==> config.mk <==
export PLATFORM = sky130hd
export DESIGN_NAME = mem_bus_responder
export DESIGN_NICKNAME = d
export VERILOG_FILES = /design/src/rtl/mem_bus_responder.sv
export SDC_FILE = /design/constraint.sdc
export NUM_CORES = 1
export LEC_CHECK = 0
export ABC_CLOCK_PERIOD_IN_PS = 2700
export BUFFER_PORTS_ARGS = -buffer_cell sky130_fd_sc_hd__buf_4
export CORE_ASPECT_RATIO = 1.5
export CORE_UTILIZATION = 43
export DETAILED_ROUTE_END_ITERATION = 10
export PLACE_DENSITY_LB_ADDON = 0.3
export SLEW_MARGIN = 30
export SYNTH_ARGS = -nofsm -noshare
export SYNTH_HDL_FRONTEND = slang
export SYNTH_SLANG_ARGS = --single-unit
==> constraint.sdc <==
create_clock -name Clk -period 2.7 [get_ports Clk]
set_input_delay 0.54 -clock Clk [delete_from_list [all_inputs] [get_ports Clk]]
set_output_delay 0.54 -clock Clk [all_outputs]
set_load 0.01 [all_outputs]
==> src/rtl/mem_bus_responder.sv <==
// Word-addressed bus target: DEPTH x 16-bit store, word 0 is a read-only ID word.
// Latency: ack rises WAIT_CYCLES+1 edges after the req capture edge (WAIT_CYCLES+2 edges counting the capture edge).
// Backpressure: four-phase req/ack; ack is held until req drops, and a new req is taken only from IDLE.
// Optional build macro RESP_ADDR_CHECK_EN: flag addr >= DEPTH on err, suppress such writes, and return 0 for such reads.
module mem_bus_responder #(
    parameter int          DEPTH       = 16,
    parameter int          WAIT_CYCLES = 2,
    parameter logic [15:0] ID_WORD     = 16'hA55A
) (
    input  logic        Clk,
    input  logic        Reset_n,
    input  logic        req,
    input  logic        readwrite,
    input  logic [15:0] addr,
    input  logic [15:0] wdata,
    output logic        ack,
    output logic [15:0] rdata,
    output logic        err,
    output logic        busy
);

    localparam int AW = (DEPTH > 1) ? $clog2(DEPTH) : 1;

    localparam logic [1:0] S_IDLE  = 2'd0;
    localparam logic [1:0] S_WAIT  = 2'd1;
    localparam logic [1:0] S_RESP  = 2'd2;
    localparam logic [1:0] S_DRAIN = 2'd3;

    localparam logic [3:0] WAIT_LOAD = 4'(WAIT_CYCLES);

    logic [1:0]    r_state;
    logic [3:0]    r_cnt;
    logic          r_rw;
    logic [AW-1:0] r_idx;
    logic [15:0]   r_wdata;
    logic          r_oob;
    logic [15:0]   r_mem [DEPTH];

    logic          w_oob_in;
    logic          w_do_write;
    logic [15:0]   w_rd_word;

`ifdef RESP_ADDR_CHECK_EN
    // The range check is made on the full bus address at capture time.
    assign w_oob_in = (addr >= 16'(DEPTH));
`else
    // Upper address bits are deliberately ignored: addresses alias modulo DEPTH.
    logic w_addr_hi_unused;
    assign w_addr_hi_unused = ^addr[15:AW];
    assign w_oob_in         = 1'b0;
`endif

    // Word 0 never reads from storage; the store slot behind it stays at reset value.
    assign w_rd_word  = (r_idx == '0) ? ID_WORD : r_mem[r_idx];
    assign w_do_write = (r_state == S_RESP) && !r_rw && !r_oob && (r_idx != '0);
    assign busy       = (r_state != S_IDLE);

    // Control FSM: capture, wait states, single-cycle response, then hold ack until req drops.
    always_ff @(posedge Clk or negedge Reset_n) begin
        if (!Reset_n) begin
            r_state <= S_IDLE;
            r_cnt   <= 4'd0;
            r_rw    <= 1'b0;
            r_idx   <= '0;
            r_wdata <= 16'h0000;
            r_oob   <= 1'b0;
            ack     <= 1'b0;
            rdata   <= 16'h0000;
            err     <= 1'b0;
        end else begin
            case (r_state)
                S_IDLE: begin
                    if (req) begin
                        r_rw    <= readwrite;
                        r_idx   <= addr[AW-1:0];
                        r_wdata <= wdata;
                        r_oob   <= w_oob_in;
                        if (WAIT_CYCLES == 0) begin
                            r_state <= S_RESP;
                            r_cnt   <= 4'd0;
                        end else begin
                            r_state <= S_WAIT;
                            r_cnt   <= WAIT_LOAD;
                        end
                    end
                end
                S_WAIT: begin
                    // Bus inputs are ignored here; only the captured request matters.
                    r_cnt <= r_cnt - 4'd1;
                    if (r_cnt <= 4'd1) begin
                        r_state <= S_RESP;
                    end
                end
                S_RESP: begin
                    if (r_rw) begin
                        rdata <= r_oob ? 16'h0000 : w_rd_word;
                    end
                    err     <= r_oob;
                    ack     <= 1'b1;
                    r_state <= S_DRAIN;
                end
                default: begin
                    // S_DRAIN: release only once the master has dropped req.
                    if (!req) begin
                        ack     <= 1'b0;
                        err     <= 1'b0;
                        r_state <= S_IDLE;
                    end
                end
            endcase
        end
    end

    // Storage: committed only from RESP, so a reset mid-transaction never writes.
    always_ff @(posedge Clk or negedge Reset_n) begin
        if (!Reset_n) begin
            for (int i = 0; i < DEPTH; i++) begin
                r_mem[i] <= 16'h0000;
            end
        end else if (w_do_write) begin
            r_mem[r_idx] <= r_wdata;
        end
    end

endmodule

Word-level counts from Yosys, hierarchy flattened
Cells that the tools add are included.
Word-level totals
  register bits: 301
  bits in latches: 0
  bits in writable memories: 0
  bits in read-only memories: 0
  bits of input ports: 36
  output and inout port bits: 19
  word-level logic and storage cells: 67
  memories: 0
Operators by class
  $add $sub $neg: 1
  multipliers: 0
  div/mod/pow operators: 0
  order comparisons: 3
  equal/unequal tests: 6
  shift operators: 0
  multiplexer cells: 16
  bitwise operators: 2
  reduce and logical (&&, ||, !) cells: 15
Operators by type and width (number)
  $bwmux 256: 1
  $bmux 16 s4: 1
  $demux 16 s4: 1
  $mux 16: 4
  $pmux 4 s2: 1
  $reduce_and 2->1: 4
  $mux 2: 3
  $pmux 2 s3: 1
  $ge 5x5->1 const B: 1
  $lt 5x1->1 const B: 1
  $not 4->5: 1
  $le 4x1->1 const B: 1
  $logic_not 4->1: 1
  $mux 4: 1
  $ne 2x2->1 const B: 2
  $ne 4x1->1 const B: 1
  $pmux 1 s2: 2
  $reduce_bool 2->1: 2
  $reduce_bool 4->1: 1
  $sub 4x1->4 const B: 1
  $logic_and 1x1->1: 3
  $reduce_and 3->1: 1
  $eq 2x1->1 const B: 1
  $eq 2x2->1 const B: 1
  6 further kinds: 6

Depth between registers and ports, before layout
  depth in word-level cells: 6
  gate-level depth with buffers: 8
  gate-level depth less buffers: 6

Worst setup path before layout
OpenSTA, ideal clock, no wires.
  path type: register -> register
  start point: register r_state[0]
  end point: register r_mem[37] (netlist name)
  library setup time: 125 ps
  arrival time: 1952 ps
  required time: 2575 ps
  slack: 623 ps
  cell stages (with the launch flop): 8
  buffers on the path: 2
  period minus slack after synthesis: 2077 ps
  cells stage by stage: dfrtp_1 -> inv_1 -> ha_1 -> buf_2 -> nand4b_1 -> nor3b_2 -> buf_2 -> mux2_2
On the way
  cells in the longest elaborated chain, start to end: 3
Ends and longest elaborated chain
  from (decl): RTL line 31  | logic [1:0] r_state;
  from (signal assigned): RTL line 61  | r_state <= S_IDLE;
  from (signal assigned): RTL line 79  | r_state <= S_RESP;
  from (signal assigned): RTL line 82  | r_state <= S_WAIT;
  $eq 2x2->1: RTL line 55  | assign w_do_write = (r_state == S_RESP) && !r_rw && !r_oob && (r_idx != '0);
  $logic_and 1x1->1 (2 in series): RTL line 55
  to (signal, indexed assignment): RTL line 121  | r_mem[r_idx] <= r_wdata;
  to (decl): RTL line 37  | logic [15:0] r_mem [DEPTH];
No other way between the ends.
A chain may end at the register's enable or synchronous reset.

Final worst setup path
  start point: register r_state[0]
  end point: register r_mem[142] (netlist name)
Same word-level chain as after synthesis.

==> impl_metrics.py <==
metrics = {
    "clock_network": {
        "clkLatencyLatePin_ns": 0.55,
        "ctsHoldBuffers": 1,
        "cts_resized": 0,
        "clock-sinks": 296,
        "cts_root_buf": "clkbuf_16",
        "postCtsSetupBuffers": 0,
        "clk_pin_slew_ns": 0.07,
        "tritoncts": "built",
        "clock_path_buffers": 3,
        "cts_buffers": 28,
        "cts_max_level": 1,
    },
    "worst_setup_path": {
        "crit_path_cell_trace": "inv_1 -> ha_1 -> nor4b_4 -> nand3_2 -> buf_4 -> mux2_2",
        "r2r_setup_slack_ns": 0.30,
        "crit_arrival_ns": 2.83,
        "crit_path_start_kind": "flop",
        "r2r-end": "r_mem[142]",
        "rr_worst_depth": 6,
        "crit_path_max_fanout": 11,
        "slowest_stage": "nor4b_4",
        "cp-end-kind": "flop",
        "worstReg2RegStart": "r_state[0]",
        "cp.required_ns": 3.13,
        "critPathKind": "reg2reg",
        "cpPeakStageDelay_ns": 0.46,
    },
    "layout": {
        "final_area_sq_um": 15200,
        "nets": 982,
        "antenna_cells": 0,
        "drive_gt1_share_pct": 48.7,
        "area_growth_syn_to_layout_pct": 15.2,
    },
    "sta": {
        "tightest_slew_ns": 0.918,
        "fin_skew_ns": 0.0106,
        "setup_tns_ns": 0,
        "slew_violations": 0,
        "grt_setup_unrepaired": "false",
        "maxSlewHeadroom_pct": 38.8,
        "hold_viol_final": 0,
        "finalCritPeriodShare_pct": 88.7,
        "finalSetupViolations": 0,
        "fin_crit_ns": 2.40,
        "fmax_mhz": 417,
    },
    "run": {
        "drv_cap": 0,
    },
    "synthesis": {
        "synth_warnings": 0,
        "synthCells": 886,
        "synth_common_cells": "296 x dfrtp_1, 266 x mux2_2, 50 x mux2i_1",
        "async_flop_share_pct": 100,
        "synth_flop_cell": "dfrtp_1",
        "synth_top_area_share_pct": 56.2,
        "ys_ff_latch": 296,
        "synth-edff-count": 0,
        "synth.area.top_cells": "dfrtp_1 56%, mux2_2 23%, mux4_2 7.3%",
        "synth.largest_area_cell": "dfrtp_1",
        "ys_seq_area_share_pct": 56.2,
        "synth_nets": 928,
        "synth_area_sq_um": 13200,
        "synth_most_common_cell": "dfrtp_1",
        "avgSynthCellArea_sq_um": 14.9,
        "ys_types": 43,
    },
    "global_routing": {
        "grt_max_degree": 63,
        "antenna_found_initial": 0,
        "grt_pass1_vias": 8033,
        "grtUsageTotal_pct": 20.3,
        "overflow": 0,
        "grt_pass1_wl_microns": 48200,
    },
    "min_path": {
        "hp-start": "wdata[15]",
        "hold_path_depth": 2,
        "whs_endpoint": "r_wdata[15]",
        "hold_path_class": "in2reg",
    },
    "power": {
        "p_per_area_nw_per_um2": 1130,
        "ir_drop_mv": 0.416,
        "p_leak_nw": 7.18,
    },
    "route": {
        "viasPerCell": 5.54,
        "first_iter_violations": 286,
        "drtAntennaViolNets": 0,
        "first_pass_iters": 6,
        "wl_met2_microns": 16500,
        "wl_met1_microns": 12700,
        "dr.max_layer_used": "met4",
        "dr_wl_met3_microns": 786,
        "drcViolationCount": 0,
        "vias": 7535,
        "wl_microns": 30600,
        "wl_per_cell_microns": 22.5,
    },
    "place": {
        "place_congestion": 0.812,
        "dp_hpwl_microns": 20500,
        "place_area_sq_um": 14200,
        "portBuffers": 41,
    },
    "outcome": {
        "outcome": "complete, no violations",
    },
    "floorplan": {
        "die_w_microns": 145,
        "die_h_microns": 216,
        "coreArea_sq_um": 30200,
        "start_util_pct": 43.7,
        "die-area_sq_um": 31400,
        "num_io_pins": 55,
        "row_count": 78,
    },
}
-- cell type report --
class,count,area [sq um]
repair buffers,101,893
clock buffers,37,796
multi-input cells,507,5410
fillers,2525,15000
clock inverters,12,139
well taps,400,500
inverters,6,22.5
flip-flops and latches,296,7410
-- state kept, by name (all words and copies together), names as in the netlist --
register / flops
ack: 1
r_idx: 4
rdata: 16
r_mem: 252
r_cnt: 4
r_rw: 1
r_wdata: 16
r_state: 2
-- how the worst max path moves through the flow --
stage	cells after the start	slack (ns)	from	endpoint
6_report	6	0.30	r_state[0]	r_mem[142]
5_1_grt	6	0.21	r_state[0]	r_mem[134]
4_1_cts	6	0.28	r_state[0]	r_mem[129]
3_5_place_dp	6	0.29	r_state[0]	r_mem[129]
3_3_place_gp	4	0.33	r_idx[0]	rdata[2]
2_1_floorplan	7	0.62	r_state[0]	r_mem[37]
-- per-stage QoR --
step                      power, mW  utilization (%)  instances  setup slack [ns]  hold WS (ns)
after floorplan                11.2                -        886             0.623         0.244
after global placement         13.1             47.2       1309             0.330         0.360
after detailed placement       13.3             47.2       1309             0.292         0.363
after CTS                      17.4             50.3       1359             0.278         0.203
after global routing           18.2             50.3       1359             0.213         0.203
final                          17.1             50.3       1359             0.305         0.224
-- per-layer routing --
metal / up-vias / GRT usage, %
met5: - / 0
met4: 0 / 6.45
met3: 44 / 2.13
met2: 96 / 37.2
met1: 4041 / 25.0
li1: 3354 / -
-- cells in the final DEF (no fill, tap or decap), types with 5 or more instances in the layout --
| master | synthesis | routed |
|---|---|---|
| ha_1 | 6 | 6 |
| nand2_1 | 40 | 40 |
| mux2_2 | 266 | 266 |
| and2_1 | 6 | 6 |
| mux4_2 | 43 | 43 |
| o221ai_1 | 8 | 8 |
| nor2_1 | 13 | 11 |
| inv_1 | 5 | 5 |
| clkinv_2 | 0 | 8 |
| mux2i_1 | 50 | 50 |
| buf_4 | 5 | 89 |
| buf_12 | 0 | 10 |
| dfrtp_1 | 296 | 294 |
| a22oi_1 | 17 | 17 |
| clkbuf_16 | 0 | 29 |
-- critical path: cells and delay by family, from the launching register on --
kind	cells	cell delay (ns)
flops	1	0.40
buf+inv	2	0.42
fa+ha+maj	1	0.38
mux	1	0.29
simple gates	2	0.76
-- report_power, final --
part           leakage [nW]  switching, mW  internal (mW)
Clock                 0.469           1.66           2.35
Sequential             3.90           1.55           6.01
Combinational          2.81           2.41           3.16
-- cell families after synthesis --
group	after synthesis	synth area share (%)
and+or+nand+nor	86	3.38
AOI/OAI and AO/OA	55	3.17
other	1	0.0285
muxes	359	33.9
adders and majority gates	6	0.570
buffers and inverters	83	2.76
DFF	296	56.2
Note: power is estimated with default switching activity, not from simulation.
